==> config.mk <==
export PLATFORM = sky130hd
export DESIGN_NAME = spi_frame_rx
export DESIGN_NICKNAME = d
export VERILOG_FILES = /design/src/rtl/spi_frame_pkg.sv /design/src/rtl/spi_crc16_ser.sv /design/src/rtl/spi_frame_rx.sv
export SDC_FILE = /design/constraint.sdc
export NUM_CORES = 2
export LEC_CHECK = 0
export ABC_AREA = 1
export ABC_CLOCK_PERIOD_IN_PS = 33100
export CAP_MARGIN = 20
export CORE_MARGIN = 2
export CORE_UTILIZATION = 40
export DETAILED_ROUTE_END_ITERATION = 10
export MAX_ROUTING_LAYER = met4
export PLACE_DENSITY = 0.72
export SKIP_LAST_GASP = 1
export SLEW_MARGIN = 20
export SYNTH_ARGS = -nofsm -noshare
export SYNTH_HDL_FRONTEND = slang
export SYNTH_SLANG_ARGS = --single-unit
==> constraint.sdc <==
create_clock -name CLK -period 33.1 [get_ports CLK]
set_clock_uncertainty 0.2 [all_clocks]
set_input_delay 6.62 -clock CLK [delete_from_list [all_inputs] [get_ports CLK]]
set_output_delay 6.62 -clock CLK [all_outputs]
set_load 0.01 [all_outputs]
==> src/rtl/spi_frame_pkg.sv <==
// Shared types and CRC-16-CCITT constants for the SPI frame receive/transmit path.
package spi_frame_pkg;

  typedef enum logic [2:0] {
    WAIT_CS,
    IDLE,
    SHIFT,
    CHECK,
    ABORT
  } state_t;

  localparam logic [15:0] CRC16_POLY = 16'h1021;
  localparam logic [15:0] CRC16_INIT = 16'hFFFF;

  // One MSB-first CRC step: no reflection, no final XOR.
  function automatic logic [15:0] crc16_next(input logic [15:0] crc, input logic din);
    logic fb;
    fb = crc[15] ^ din;
    crc16_next = {crc[14:0], 1'b0} ^ (fb ? CRC16_POLY : 16'h0000);
  endfunction

endpackage

==> src/rtl/spi_crc16_ser.sv <==
// Serial CRC-16-CCITT register, one bit per enable; also used by the transmit path.
module spi_crc16_ser
  import spi_frame_pkg::*;
(
  input  logic        clk,
  input  logic        rst,
  input  logic        init,
  input  logic        en,
  input  logic        din,
  output logic [15:0] crc
);

  always_ff @(posedge clk or posedge rst) begin
    if (rst) begin
      crc <= CRC16_INIT;
    end else if (init) begin
      crc <= CRC16_INIT;
    end else if (en) begin
      crc <= crc16_next(crc, din);
    end
  end

endmodule

==> src/rtl/spi_frame_rx.sv <==
// Oversampled SPI slave frame receiver with optional CRC-16 trailer and a
// one-deep valid/ready holding register toward the command-memory writer.
//
// state   | meaning
// WAIT_CS | after reset, wait for CS high so a frame already in progress is ignored
// IDLE    | CS high, counters cleared, waiting for CS low
// SHIFT   | collecting bits on sample edges, watching for timeout
// CHECK   | one cycle: judge length/CRC/overflow and deliver
// ABORT   | timed out, discard until CS rises
module spi_frame_rx
  import spi_frame_pkg::*;
#(
  parameter int FRAME_BITS  = 408,
  parameter int CRC_EN      = 1,
  parameter int SAMPLE_EDGE = 0,
  parameter int SYNC_STAGES = 2,
  parameter int TIMEOUT_CYC = 4096
) (
  input  logic                  CLK,
  input  logic                  RESET,
  input  logic                  SCLK,
  input  logic                  CS,
  input  logic                  MOSI,
  output logic [FRAME_BITS-1:0] FRAME_DATA,
  output logic                  FRAME_VALID,
  input  logic                  FRAME_READY,
  output logic                  ERR_LEN,
  output logic                  ERR_CRC,
  output logic                  ERR_OVF,
  output logic                  ERR_TO,
  output logic [15:0]           FRAME_CNT,
  output logic                  BUSY
);

  localparam int TOTAL_BITS = FRAME_BITS + 16 * CRC_EN;
  localparam int CW = $clog2(TOTAL_BITS + 2);
  localparam int TW = $clog2(TIMEOUT_CYC + 1);
  localparam logic [CW-1:0] CNT_TOTAL = CW'(TOTAL_BITS);
  localparam logic [CW-1:0] CNT_SAT   = CW'(TOTAL_BITS + 1);
  localparam logic [CW-1:0] CNT_PAY   = CW'(FRAME_BITS);
  localparam logic [TW-1:0] TO_LAST   = TW'(TIMEOUT_CYC - 1);

  logic [SYNC_STAGES-1:0] sclk_sync, cs_sync, mosi_sync;
  logic                   sclk_prev;
  logic                   sclk_s, cs_s, mosi_s, sample;
  state_t                 state;
  logic [CW-1:0]          bit_cnt;
  logic [TOTAL_BITS-1:0]  shreg;
  logic [TW-1:0]          to_cnt;
  logic [15:0]            crc;
  logic                   crc_init, crc_en, crc_bad;

  always_ff @(posedge CLK or posedge RESET) begin
    if (RESET) begin
      sclk_sync <= '0;
      cs_sync   <= '0;
      mosi_sync <= '0;
      sclk_prev <= 1'b0;
    end else begin
      sclk_sync <= {sclk_sync[SYNC_STAGES-2:0], SCLK};
      cs_sync   <= {cs_sync[SYNC_STAGES-2:0], CS};
      mosi_sync <= {mosi_sync[SYNC_STAGES-2:0], MOSI};
      sclk_prev <= sclk_s;
    end
  end

  assign sclk_s = sclk_sync[SYNC_STAGES-1];
  assign cs_s   = cs_sync[SYNC_STAGES-1];
  assign mosi_s = mosi_sync[SYNC_STAGES-1];
  assign sample = (SAMPLE_EDGE == 0) ? (sclk_s & ~sclk_prev) : (~sclk_s & sclk_prev);

  // CRC covers only the payload bits; the trailer is compared, not folded in.
  assign crc_init = (state == IDLE);
  assign crc_en   = (state == SHIFT) && !cs_s && sample && (bit_cnt < CNT_PAY);
  assign crc_bad  = (CRC_EN != 0) && (crc != shreg[15:0]);

  spi_crc16_ser u_crc (
    .clk  (CLK),
    .rst  (RESET),
    .init (crc_init),
    .en   (crc_en),
    .din  (mosi_s),
    .crc  (crc)
  );

  always_ff @(posedge CLK or posedge RESET) begin
    if (RESET) begin
      state       <= WAIT_CS;
      bit_cnt     <= '0;
      shreg       <= '0;
      to_cnt      <= '0;
      FRAME_DATA  <= '0;
      FRAME_VALID <= 1'b0;
      ERR_LEN     <= 1'b0;
      ERR_CRC     <= 1'b0;
      ERR_OVF     <= 1'b0;
      ERR_TO      <= 1'b0;
      FRAME_CNT   <= '0;
      BUSY        <= 1'b0;
    end else begin
      ERR_LEN <= 1'b0;
      ERR_CRC <= 1'b0;
      ERR_OVF <= 1'b0;
      ERR_TO  <= 1'b0;
      if (FRAME_VALID && FRAME_READY) FRAME_VALID <= 1'b0;

      case (state)
        WAIT_CS: begin
          BUSY <= !cs_s;
          if (cs_s) state <= IDLE;
        end
        IDLE: begin
          bit_cnt <= '0;
          shreg   <= '0;
          to_cnt  <= '0;
          BUSY    <= !cs_s;
          if (!cs_s) state <= SHIFT;
        end
        SHIFT: begin
          BUSY <= 1'b1;
          if (cs_s) begin
            state <= CHECK;
          end else if (sample) begin
            shreg  <= {shreg[TOTAL_BITS-2:0], mosi_s};
            to_cnt <= '0;
            if (bit_cnt != CNT_SAT) bit_cnt <= bit_cnt + 1'b1;
          end else if (to_cnt == TO_LAST) begin
            state  <= ABORT;
            ERR_TO <= 1'b1;
          end else begin
            to_cnt <= to_cnt + 1'b1;
          end
        end
        CHECK: begin
          state <= IDLE;
          BUSY  <= 1'b0;
          if (bit_cnt != CNT_TOTAL) begin
            ERR_LEN <= 1'b1;
          end else if (crc_bad) begin
            ERR_CRC <= 1'b1;
          end else if (FRAME_VALID && !FRAME_READY) begin
            ERR_OVF <= 1'b1;
          end else begin
            FRAME_DATA  <= shreg[TOTAL_BITS-1 -: FRAME_BITS];
            FRAME_VALID <= 1'b1;
            FRAME_CNT   <= FRAME_CNT + 1'b1;
          end
        end
        ABORT: begin
          BUSY <= !cs_s;
          if (cs_s) state <= IDLE;
        end
        default: begin
          state <= WAIT_CS;
          BUSY  <= 1'b1;
        end
      endcase
    end
  end

endmodule

==> impl_metrics.csv <==
group,metric,value,unit
run_status,outcome,"completed",
hold_path,whs_endpoint,"sclk_sync[1]",
route,wl,104000,um
route,viasPerCell,5.52,
pwr,vdd_drop_max,0.0678,mV
cells_and_area,nNetsFinal,4439,
floorplan,core_area,94700,um^2
clock_network,path_clk_slew,0.06,ns
yosys,synth-seq-cells,902,
floorplan,fp.dieH,313,um
yosys,yosysSeqAreaShare,59.2,%
setup_path,r2r_start,"bit_cnt[0]",
clock_network,h-tree-depth,3,
floorplan,start_util,40.3,%
pwr,p_int,1850,uW
yosys,ys_types,30,
route,dr.pass1.iters,6,
place,pre_cts_ws,20.30,ns
yosys,ys_top_cells_by_area,"dfrtp_1, nand2_1, nand3_1",
cells_and_area,nFillCells,8741,
sta,slew_headroom,0.0688,%
sta,rsz0062_at_grt,"no",
yosys,synth_flop_cell,"dfrtp_1",
setup_path,r2r_cells,12,
setup_path,crit_type,"primary input to asynchronous set/reset pin",
grt,grt_antenna_before_repair,3,
route,wl_per_cell,18.0,um
sta,final.period_utilization,34.3,%
pwr,switching_share,31.0,%
floorplan,dieArea,97800,um^2
pwr,switching_power,831,uW
clock_network,cts_tree,"built",
yosys,syn-instance-count,4238,
floorplan,num_rows,113,
clock_network,clock-sinks,902,
place,routabilityCongestion,0.810,
setup_path,regToRegEndpoint,"FRAME_DATA[137]",
yosys,synth-edff-count,0,
clock_network,clockBufferDepth,3,
sta,setup_viol,0,
sta,worst_slack,21.73,ns
pwr,p_seq_share,42.4,%
sta,worst_slew_pin_slew,1.50,ns
route,postRouteAntennaNets,0,
setup_path,required,33.60,ns
clock_network,clock_latency,0.66,ns
setup_path,critPathLaunchType,"primary input",
sta,period_minus_slack,11.37,ns
sta,timing.fmax,0.0880,GHz
clock_network,postCtsSetupBuffers,0,
grt,grt_pass1_wl,169000,um
job,drv_cap,0,
yosys,ys_warn_count,0,
clock_network,cts_root_buffer,"clkbuf_16",
route,drc,0,
place,portBuffers,435,
cells_and_area,synthToLayoutAreaGrowth,20.5,%
place,dp_hpwl,58200,um
hold_path,min_from,"sclk_sync[0]",
sta,hold_viol_final,0,
grt,grt_pass1_vias,30516,
setup_path,path_max_fanout,151,
yosys,yosys.area.top_type,"dfrtp_1",
yosys,synth_nets,4249,
pwr,p_leak,0.0236,uW
floorplan,die_x,313,um
setup_path,cp.arrival,11.87,ns
grt,track_usage,21.5,%
setup_path,endpoint_kind,"asynchronous set/reset pin",
clock_network,cts_inserted_buffers,96,
hold_path,whs_path_depth,0,
yosys,netlist_area,38100,um^2
route,first_iter_violations,3613,
grt,grt_max_degree,211,
clock_network,post_cts_resized,0,
pwr,p_clk_share,42.1,%
floorplan,io-pin-count,436,
route,vias,31897,
yosys,synthArstFlopShare,100,%
pwr,p_comb_share,15.5,%
grt,grt-ovfl-total,0,
sta,final_max_slew_viol_count,0,
cells_and_area,drive_gt1_share,5.43,%
yosys,yosysTopAreaCellShare,58.1,%
yosys,synth.avg_cell_area,9.00,um^2
pwr,powerDensity,58.4,nW/um^2
setup_path,ff2ff_setup_slack,28.78,ns
hold_path,holdCritPathClass,"flip-flop to flip-flop",
clock_network,holdBufCountCts,0,
sta,tns,0,ns
==> synthesized netlist by cell type (5+ instances only) <==
library cell and count:
xor2_1 11, a21oi_1 5, nor2_1 51, o21ai_1 34
buf_6 40, dfrtp_1 886, clkbuf_1 139, buf_1 40
nand4_1 438, o21ai_0 36, buf_2 158, xnor2_1 12
inv_2 16, nand3_1 867, buf_4 5, nor3_1 11
ha_1 5, nand2_1 1397, dfstp_2 16, inv_1 55
==> registers in the layout (all words and copies together) (netlist names) <==
signal       count
FRAME_VALID      1
ERR_LEN          1
sclk_prev        1
to_cnt          13
mosi_sync        2
cs_sync          2
shreg          424
bit_cnt          9
BUSY             1
FRAME_DATA     408
u_crc.crc       16
ERR_TO           1
sclk_sync        2
state            3
ERR_OVF          1
FRAME_CNT       16
ERR_CRC          1
==> how the worst max path moves through the flow <==
stage | startpoint | endpoint | slack [ns] | cells after the start
2_1_floorplan | RESET | BUSY | 0.95 | 1
3_3_place_gp | RESET | shreg[195] | 20.33 | 7
3_5_place_dp | RESET | FRAME_DATA[178] | 20.30 | 7
4_1_cts | RESET | shreg[193] | 21.01 | 7
5_1_grt | RESET | shreg[309] | 20.97 | 7
6_report | RESET | FRAME_DATA[216] | 21.73 | 7
==> kinds of logic (layout without fill, tap and decap cells) <==
| family | count (synthesis) | count (layout) | synth area share [%] |
|---|---|---|---|
| buffers and inverters | 454 | 725 | 5.82 |
| xor gates and xnor gates | 23 | 23 | 0.528 |
| DFF | 902 | 902 | 59.2 |
| and+or+nand+nor | 2776 | 2776 | 33.2 |
| adders and majority gates | 5 | 5 | 0.164 |
| AOI/OAI and AO/OA | 78 | 78 | 1.04 |
| other | 0 | 1 | 0 |
==> placed cells by master, fill, tap and decap left out, drive strengths merged <==
cell	synthesis	final
nand2	1398	1398
inv	71	74
xor2	11	11
buf	243	39
o21ai	70	70
nor3	13	13
a31oi	2	2
bufinv	0	10
nor2	55	55
clkinv	1	21
nand3b	2	2
dfrtp	886	886
clkdlybuf4s50	0	435
clkinvlp	0	5
a21oi	5	5
ha	5	5
nand3	868	868
clkbuf	139	141
diode	0	1
dfstp	16	16
xnor2	12	12
nand4	438	438
a211oi	1	1
or2	2	2
==> stage by stage <==
stage | util (%) | instance area [um^2] | power (uW) | hold slack [ns] | std cells
detailed placement | 44.9 | 42600 | 1570 | 0.146 | 5594
finish | 48.5 | 46000 | 2680 | 0.158 | 5775
global placement | 44.9 | 42600 | 1560 | 0.138 | 5594
CTS | 48.5 | 45900 | 2700 | 0.159 | 5773
global route | 48.5 | 46000 | 2800 | 0.168 | 5775
floorplan | - | 38100 | 1480 | 0.131 | 4238
==> power groups by stage <==
stage	logic, uW	clock network [uW]	registers, uW
2_1_floorplan	320	0	1160
4_1_cts	409	1150	1140
3_5_place_dp	408	0	1160
6_report	416	1130	1140
5_1_grt	454	1200	1140
3_3_place_gp	407	0	1160
==> worst max-delay path: stages <==
cell	delay [ns]
clkdlybuf4s50_1	0.50
clkinv_8	0.54
buf_4	0.89
buf_4	0.85
buf_4	0.65
buf_4	0.82
buf_6	0.66
==> layout make-up <==
type | instances | area [um^2] | share of cell area, %
clock buffers | 141 | 2840 | 6.19
well taps | 1265 | 1580 | 3.44
diodes | 1 | 2.50 | 0.00544
repair buffers | 474 | 4760 | 10.4
clock inverters | 38 | 517 | 1.12
multi-input cells | 2882 | 13400 | 29.1
inverters | 72 | 290 | 0.632
flip-flops and latches | 902 | 22600 | 49.2
==> per-layer routing <==
metal | track usage [%] | share of wire, % | wire (um) | vias up
met3 | 3.50 | 6.3 | 6540 | 201
met4 | 8.41 | 3.6 | 3690 | 0
met1 | 29.4 | 43 | 45200 | 15810
li1 | - | - | - | 14717
met2 | 32.2 | 47 | 48500 | 1169
met5 | - | 0 | 0 | -
(Power assumes the default switching activity.)
